<file path="src/rtl/apb4_mem_slave.sv">
// APB4 scratchpad slave: parametrised width/depth, optional wait states,
// byte-lane writes, a read-only low region and error reporting.
module apb4_mem_slave #(
    parameter int ADDR_WIDTH  = 32,
    parameter int DATA_WIDTH  = 32,
    parameter int DEPTH_LOG2  = 5,
    parameter int WAIT_STATES = 0,
    parameter int RO_WORDS    = 0
) (
    input  logic                    pclk_i,
    input  logic                    preset_i,
    input  logic                    psel_i,
    input  logic                    penable_i,
    input  logic [ADDR_WIDTH-1:0]   paddr_i,
    input  logic                    pwrite_i,
    input  logic [DATA_WIDTH-1:0]   pwdata_i,
    input  logic [DATA_WIDTH/8-1:0] pstrb_i,
    output logic [DATA_WIDTH-1:0]   prdata_o,
    output logic                    pready_o,
    output logic                    pslverr_o
);

    localparam int STRB_W = DATA_WIDTH / 8;
    localparam int LSB    = $clog2(STRB_W);
    localparam int DEPTH  = 1 << DEPTH_LOG2;
    localparam logic [ADDR_WIDTH-1:0] ALIGN_MASK = ADDR_WIDTH'((1 << LSB) - 1);

    typedef enum logic {
        IDLE,
        ACCESS
    } state_e;

    state_e                  state_q;
    logic [3:0]              cnt_q;
    logic                    err_q;
    logic                    write_q;
    logic [DATA_WIDTH-1:0]   rdata_q;
    logic [DATA_WIDTH-1:0]   mem_q [DEPTH];

    logic [ADDR_WIDTH-1:0]   idx;
    logic [DEPTH_LOG2-1:0]   memIdx;
    logic                    misaligned;
    logic                    outOfRange;
    logic                    protectedHit;
    logic                    accessErr;
    logic                    completing;
    logic                    memWe;

    // The mask is all-zero for byte-wide data, which disables the alignment check.
    always_comb begin
        idx          = paddr_i >> LSB;
        memIdx       = idx[DEPTH_LOG2-1:0];
        misaligned   = (paddr_i & ALIGN_MASK) != '0;
        outOfRange   = idx >= ADDR_WIDTH'(DEPTH);
        protectedHit = pwrite_i && (idx < ADDR_WIDTH'(RO_WORDS));
        accessErr    = misaligned || outOfRange || protectedHit;
        completing   = (state_q == ACCESS) && (cnt_q == 4'd0);
        memWe        = !preset_i && completing && psel_i && penable_i && pwrite_i && !err_q;
    end

    always_ff @(posedge pclk_i) begin
        if (preset_i) begin
            state_q <= IDLE;
            cnt_q   <= 4'd0;
            err_q   <= 1'b0;
            write_q <= 1'b0;
            rdata_q <= '0;
        end else begin
            case (state_q)
                IDLE: begin
                    if (psel_i && !penable_i) begin
                        state_q <= ACCESS;
                        cnt_q   <= 4'(WAIT_STATES);
                        err_q   <= accessErr;
                        write_q <= pwrite_i;
                        rdata_q <= (!pwrite_i && !accessErr) ? mem_q[memIdx] : '0;
                    end
                end
                ACCESS: begin
                    if (!psel_i || cnt_q == 4'd0) begin
                        state_q <= IDLE;
                    end else begin
                        cnt_q <= cnt_q - 4'd1;
                    end
                end
                default: state_q <= IDLE;
            endcase
        end
    end

    // Memory has no reset; only enabled byte lanes of an error-free write change.
    always_ff @(posedge pclk_i) begin
        if (memWe) begin
            for (int b = 0; b < STRB_W; b++) begin
                if (pstrb_i[b]) begin
                    mem_q[memIdx][8*b +: 8] <= pwdata_i[8*b +: 8];
                end
            end
        end
    end

    assign pready_o  = completing;
    assign pslverr_o = completing && err_q;
    assign prdata_o  = (completing && !write_q) ? rdata_q : '0;

endmodule

</file>
<file path="config.mk">
export PLATFORM = sky130hd
export DESIGN_NAME = apb4_mem_slave
export DESIGN_NICKNAME = d
export VERILOG_FILES = /design/src/rtl/apb4_mem_slave.sv
export SDC_FILE = /design/constraint.sdc
export NUM_CORES = 1
export LEC_CHECK = 0
export CAP_MARGIN = 20
export CORE_AREA = 2 2 347 349
export DETAILED_ROUTE_END_ITERATION = 10
export DIE_AREA = 0 0 349 351
export SLEW_MARGIN = 20
export SYNTH_ARGS = -nofsm -noshare
export SYNTH_HDL_FRONTEND = slang
export SYNTH_SLANG_ARGS = --single-unit
</file>
<file path="constraint.sdc">
create_clock -name pclk_i -period 4.9 [get_ports pclk_i]
set_input_delay 1.47 -clock pclk_i [delete_from_list [all_inputs] [get_ports pclk_i]]
set_output_delay 1.47 -clock pclk_i [all_outputs]
set_load 0.02 [all_outputs]
</file>
==> out/summary.md, run 1 <==
For this run, the detailed router's first-pass iteration total came to 7. Start-to-end type of the worst setup path: reg2out. The minimum setup slack after placement is 0.528 ns, and the post-cts hold buffer count is 0. The run gives 1,063 as the number of sinks handled by clock tree synthesis. The total global routing overflow was 0. Setup total negative slack on the finished layout was measured at 0 ns.

Setup repair after global routing left no endpoint under its margin. The number of cells produced by synthesis was 2,191. In this run the most critical hold path is launched from rdata_q[16]. The flow ran to the end, and the final reports show no timing, DRC or antenna violations. For the yosys synthesis warning count, the log shows 0.

The total track usage is 17.9%, and the later-pin clock latency in the skew report is 0.68 ns. The weighted congestion at the end of routability-driven global placement was 0.874; the largest net degree at the start of global routing was 75. The final routed DRC violation total is 0. Ranked by total cell area, the synthesized netlist is headed by edfxtp_1, mux4_2, mux2i_1.

The post-route netlist has 22.0% of its cells at a drive strength greater than 1. The filler cells instantiated in the layout total 10,414. Of all nets on the critical path, the largest fanout is 19. The synthesized design contains 1,024 enable-type register cells. For the worst setup margin, the log shows 0.394 ns.

The tools report the endpoint type of the worst setup path as an output pin. The worst setup path is launched from a flop. The floorplan step defined a die boundary enclosing 122,000 um2. Summing every instance area after synthesis gives 41,200 um2. Count of vias placed by the detailed router: 22,150. The growth of design area from synthesis to finish is 17.3%.

The total chip power is 18.2 mW. The number of antenna violations at the first check in global routing came out at 5. The most critical setup path has its startpoint at cnt_q[0]. The first-pass GRT wire length is 158 mm. Counting along the longest clock path gives a buffer depth of 3. Setup violations remaining at the end of the flow were counted as 0. TritonCTS built the clock tree. The worst hold path depth is 1, and the power density over the cells is 377 nW/um2.

Number of port buffers: 106. Using the TritonRoute via totals, the vias-per-cell ratio works out to 5.38. Clock-pin slew was measured on the worst setup and hold paths at 0.06 ns. The number of hold violations in the final report is 0. In this run the mean area of a mapped cell was 18.8 um2.

Class of the tightest hold or removal check: reg2reg. Number of nets at the end of the flow: 2,562. Post-CTS repair changed the size of 0 cells. The starting density of the core is 34.6%, and the max-capacitance violation count is 0.

The worst max-slew margin expressed relative to the limit is 29.4%, and the highest achievable clock rate is 0.222 GHz. Pin placement for this block handled 107 I/O pins. In the synthesized netlist the async set-or-reset flop fraction comes to 0%.

The per-cell routed wire length was 26.8 um; the final critical-path share of the clock period was 92.0%. The via count of the first global-routing pass was 22,330; the max-slew violation total from the final report was 0. The tools report the synthesized netlist net count as 2,265. The flop and latch count out of synthesis was 1,063; the worst endpoint required time was 3.43 ns. Counting the buffers created by CTS gives 100. Counting I/O delays and the setup requirement, the final critical path takes 4.51 ns. Most common flop cell mapped by yosys: edfxtp_1. The count of cells along the worst register-to-register path is 8, and the final worst clock skew is 0.0377 ns.

After synthesis, the netlist uses 48 different library cells. For the fraction of the core area covered by cells at the end of the flow, the log shows 40.6%. For this block, the routed nets add up to 110 mm of wire. From left edge to right edge, the die measures 349 um. For this design the static power due to leakage is 15.4 nW.

The first routing iteration left 2,702 violations. The number of H-tree levels was 3; the standard cell core area was 119,000 um2. The synthesized design spends more area on one cell type than any other, namely edfxtp_1.

IR analysis of the VDD net gives a maximum drop of 0.318 mV. The tools report the arrival time at the worst endpoint as 3.04 ns. Root buffer selected by CTS: clkbuf_16. The tools report the beginning of the worst register-to-register path as cnt_q[0]. The sequential area share after synthesis was 76.5%; the die height was 351 um. Once detail routing completed, the nets flagged for antenna violations numbered 0. For the pin with the worst max-slew slack, the measured transition is 1.06 ns. The top cell type's share of synthesized area is 74.6%. Once detailed placement completed, the half-perimeter wirelength came to 73.0 mm. In this run the core area contains 127 standard-cell rows.

On the final layout, the worst hold slack is 0.475 ns.
-- report_power, final --
group	internal [mW]	switching (mW)	total, mW
sequential	9.95	0.00352	9.96
clock	4.14	3.32	7.46
combinational	0.302	0.521	0.822
-- per-stage QoR --
step,area [um2],std cells
finish,48400,4120
global route,48300,4118
floorplan,41200,2191
CTS,48400,4118
global placement,45200,3933
detailed placement,45200,3933
-- repair_timing --
action | 4_1_cts | 5_1_grt
endpoints found under the hold margin | 0 | 0
setup buffers | 1 | 0
endpoints found under the setup margin | 10 | 0
-- cell families after synthesis --
kind of cell    count (synthesis)  share of synthesized area, %
simple gates                  378                          4.53
flops                        1063                          76.5
compound gates                268                          4.69
fa+ha+maj                       1                        0.0303
xor+xnor                        2                        0.0425
buf+inv                       126                          1.69
mux                           353                          12.5
-- synthesized netlist by cell type, drive strengths merged, types with 2 or more instances --
cell type	instances
dfxtp	39
nand4bb	3
nor3	7
nor3b	3
and4	5
o32ai	2
xnor2	2
mux2i	167
a32o	31
nand4	4
edfxtp	1024
a21oi	37
mux4	124
inv	3
mux2	62
buf	79
and3	26
clkbuf	43
a2111oi	2
a221oi	23
nand2	44
and2	33
a221o	4
a22oi	32
nand2b	4
a211oi	41
o22ai	93
nor2	188
nand3	4
nor4	7
nand4b	3
nor2b	42
-- flip-flops by register name, summed over array words and instances (netlist names) --
name     count
mem_q     1024
rdata_q     32
cnt_q        4
err_q        1
state_q      1
write_q      1
-- worst max-delay path: stages (launching register included) --
cell and delay (ns):
dfxtp_1 0.32, inv_1 0.10, ha_1 0.20, nor3b_1 0.29, nand2_1 0.19, nor2_4 0.16
buf_12 0.17, buf_4 0.16, and2_1 0.14, clkdlybuf4s50_1 0.61
-- final timing paths --
path | end | slack (ns)
setup / recovery | prdata_o[7] | 0.39
hold / removal | rdata_q[16] | 0.47
setup reg to reg | mem_q[3][16] | 1.97
hold reg to reg | rdata_q[16] | 0.47
-- final cells by class --
type	count	area [um2]	area share, %
inverter	4	15.0	0.0311
timing repair buffer	317	2700	5.59
antenna	2	5.00	0.0104
multi-input combinational	1002	9010	18.6
sequential	1063	31500	65.2
tap	1548	1940	4.01
clock buffer	124	2620	5.43
clock inverter	60	528	1.09
-- layer usage --
layer	vias up	routed length (um)	GRT usage [%]
li1	9476	-	-
met1	11541	43600	22.9
met2	936	54500	30.4
met3	191	8310	3.22
met4	6	3800	6.37
met5	-	41	0.157
-- placed cells by master, fill, tap and decap left out, types with 8 or more instances in the layout --
| master | netlist | layout |
|---|---|---|
| a211oi_1 | 41 | 41 |
| a21oi_1 | 37 | 37 |
| a221oi_1 | 23 | 23 |
| a22oi_1 | 32 | 32 |
| a32o_1 | 31 | 31 |
| and2_1 | 33 | 33 |
| and3_1 | 26 | 25 |
| buf_2 | 51 | 8 |
| buf_4 | 13 | 204 |
| clkbuf_1 | 43 | 22 |
| clkbuf_16 | 0 | 101 |
| clkdlybuf4s50_1 | 0 | 96 |
| clkinv_1 | 1 | 20 |
| clkinv_2 | 0 | 20 |
| dfxtp_1 | 39 | 39 |
| edfxtp_1 | 1024 | 1024 |
| mux2_2 | 62 | 62 |
| mux2i_1 | 167 | 167 |
| mux4_2 | 124 | 124 |
| nand2_1 | 44 | 44 |
| nor2_1 | 182 | 180 |
| nor2b_1 | 42 | 42 |
| o22ai_1 | 93 | 93 |
No activity file was read; power rests on OpenSTA's default activity.
==> run 2, diff against run 1 <==
CORE_AREA = 2 2 291 293   (was 2 2 347 349)
CTS_CLUSTER_DIAMETER = 150   (was unset)
DIE_AREA = 0 0 293 295   (was 0 0 349 351)
PLACE_DENSITY = 0.66   (was unset)
==> run 2 against run 1 <==
Against the previous run: fmax shrank 2.0%; worst setup slack lost 0.094 ns; count of clock-buffer cells in the layout rose by 23; register-to-register slack got worse by 0.02 ns; final cell count decreased by 12%; clock power grew 7.2%; largest cell class unchanged; sequential power hardly changed; critical path type unchanged; power rose by 2.9%.
==> out/summary.md, run 2 (synthesized netlist as in run 1, its figures left out) <==
For the post-cts repair resize count, the log shows 0 (unchanged). Leaving out fill and tap cells, the most frequent cell in the layout is edfxtp_1. The tools report the total global routing overflow as 0 (unchanged). Setup repair after global routing left no endpoint under its margin. The run gives 0 (-2) as the number of inserted diodes. Die outline width: 293 um (-16%). The max-capacitance violation count is 0 (unchanged), and the count of standard-cell rows is 106 (-17%). The tools report the endpoint type of the worst setup path as an output pin. The first-pass GRT wire length came out at 152 mm (-4.0%). The logs give 0.919 (+5.2%) for the weighted congestion at the end of routability-driven global placement and 104 (+4.0%) for the number of buffers created by CTS. STA classifies the critical path startpoint as a flop. The tools report the number of buffers between clock root and the deepest sink as 3 (unchanged). Worst IR drop on VDD: 0.314 mV (-1.2%).

The tree is rooted in a clkbuf_16. The total setup buffers inserted after CTS came out at 0 (-1). The final worst clock skew is 0.0165 ns (-0.0212 ns), and the per-cell routed wire length is 29.1 um (+8.6%). The fraction of the core area covered by cells at the end of the flow is 57.4% (+17 points), and the total chip power is 18.8 mW (+2.9%). Number of H-tree levels: 3 (unchanged).

Number of port buffers: 106 (unchanged). mem_q holds more flip-flops than any other register. Standard cell core area: 83,200 um2 (-30%). The start-to-end type of the worst setup path is reg2out. The maximum fanout count along the critical path works out to 32 (+13).

Accumulated negative setup slack: 0 ns (unchanged). TritonCTS built the clock tree. The max-slew violation total from the final report came out at 0 (unchanged). The run gives 47,800 um2 (-1.2%) as the finished layout cell area.

The estimated wirelength of the detail-placed design is 68.3 mm (-6.5%), and the post-layout minimum cycle time is 4.60 ns (+0.0943 ns). The tools report the post-cts hold buffer count as 0 (unchanged). The tools report the number of antenna violations at the first check in global routing as 1 (-4).

For the first-pass detailed-route iteration total, the log shows 6 (-1). In the final layout, the registers with the most flip-flops are mem_q: 1024 flops, rdata_q: 32 flops, cnt_q: 4 flops. The total cell area at the placement stage was 44,300 um2 (-2.0%). The layout filler cell count is 6,030 (-42%), and the number of flip-flops in the largest register is 1,024 (unchanged). Number of top-level pins: 107 (unchanged). The tools report the largest net degree at the start of global routing as 84 (+12%). The class of the tightest hold or removal check was reg2reg.

The worst hold slack came out at 0.486 ns (+0.0111 ns). The logs give 3.13 ns (+0.09 ns) for the arrival time at the worst endpoint and 3.43 ns (about the same) for the worst endpoint required time. The growth of design area from synthesis to finish was 15.8%. The run finished with clean final reports. The fraction of final layout cells with drive strength greater than 1 was 21.9% (-0.085 points); the final number of setup-violating endpoints was 0 (unchanged). Via-per-instance ratio: 6.12 (+14%). The number of nets with antenna violations after routing is 0 (unchanged), and the sum of routed wire length over all layers is 105 mm (-4.4%).

The tools report the starting density of the core as 49.6% (+15 points). The worst max-slew margin expressed relative to the limit was 44.3% (+15 points); the number of nets at the end of the flow was 2,532 (-1.2%). The final critical-path share of the clock period was 93.9% (+1.9 points). For the later-pin clock latency in the skew report, the log shows 0.67 ns (about the same). The power density over the cells was 393 nW/um2 (+4.2%). Leaving out fill and tap cells, the most frequent cells in the layout are edfxtp_1, nor2_1, buf_4. The final routed DRC violation total is 0 (unchanged), and the die height is 295 um (-16%). The number of hold violations in the final report was 0 (unchanged); the die footprint was 86,400 um2 (-29%). The number of DRC markers in iteration 0 was 2,639 (-2.3%); the clock-pin transition on the worst setup and hold timing paths was 0.06 ns (about the same).

The logs give 22,212 (-0.53%) for the via count of the first global-routing pass and 24.5% (+6.7 points) for the total track usage. The leakage component of the power came out at 15.4 nW (about the same). The number of sinks handled by clock tree synthesis is 1,063 (unchanged), and the highest achievable clock rate is 0.217 GHz (-2.0%). The slew at the pin closest to its max-slew limit was 0.833 ns (-0.227 ns); the area of combinational cells with multiple inputs was 9000 um2 (about the same). The count of vias placed by the detailed router was 22,191 (+0.19%). Storage element area: 31,500 um2 (unchanged).
run 2: area by class of cell:
cell class | count | share of cell area, %
clock buffers | 147 | 6.21
clock inverters | 49 | 1.03
inverters | 4 | 0.0314
multi-input cells | 1002 | 18.9
flip-flops and latches | 1063 | 66.0
well taps | 1080 | 2.83
repair buffers | 283 | 5.00
run 2: where the power goes:
group / internal (mW) / total (mW) / switching, mW
logic: 0.287 / 0.807 / 0.520
registers: 9.95 / 9.96 / 0.00304
clock network: 4.69 / 8.00 / 3.31
total: 14.9 / 18.8 / 3.83
run 2: routing by layer:
metal	vias up	part of all wire [%]	GRT usage [%]
met2	1194	47	38.7
li1	9416	-	-
met3	218	9.0	4.20
met5	-	0	0
met4	0	4.4	10.6
met1	11363	40	34.1
run 2: worst paths after layout:
path / from / endpoint / slack, ns / cells after the start
hold reg to reg: rdata_q[30] / rdata_q[30] / 0.49 / 1
hold / removal: rdata_q[30] / rdata_q[30] / 0.49 / 1
setup / recovery: cnt_q[0] / prdata_o[30] / 0.30 / 8
setup reg to reg: cnt_q[0] / mem_q[0][5] / 1.95 / 8
run 2: through the flow:
stage	std cells	setup WS, ns
after detailed placement	3432	0.613
final	3628	0.300
after global placement	3432	0.693
after global routing	3628	0.0372
after CTS	3628	0.241
after floorplan	2191	1.50
run 2: critical path, cell delays in order, from the launching register on:
cell	delay, ns
dfxtp_1	0.31
inv_1	0.10
ha_1	0.19
nor3b_1	0.29
nand2_1	0.17
nor2_2	0.10
buf_4	0.40
and2_1	0.26
clkdlybuf4s50_1	0.63
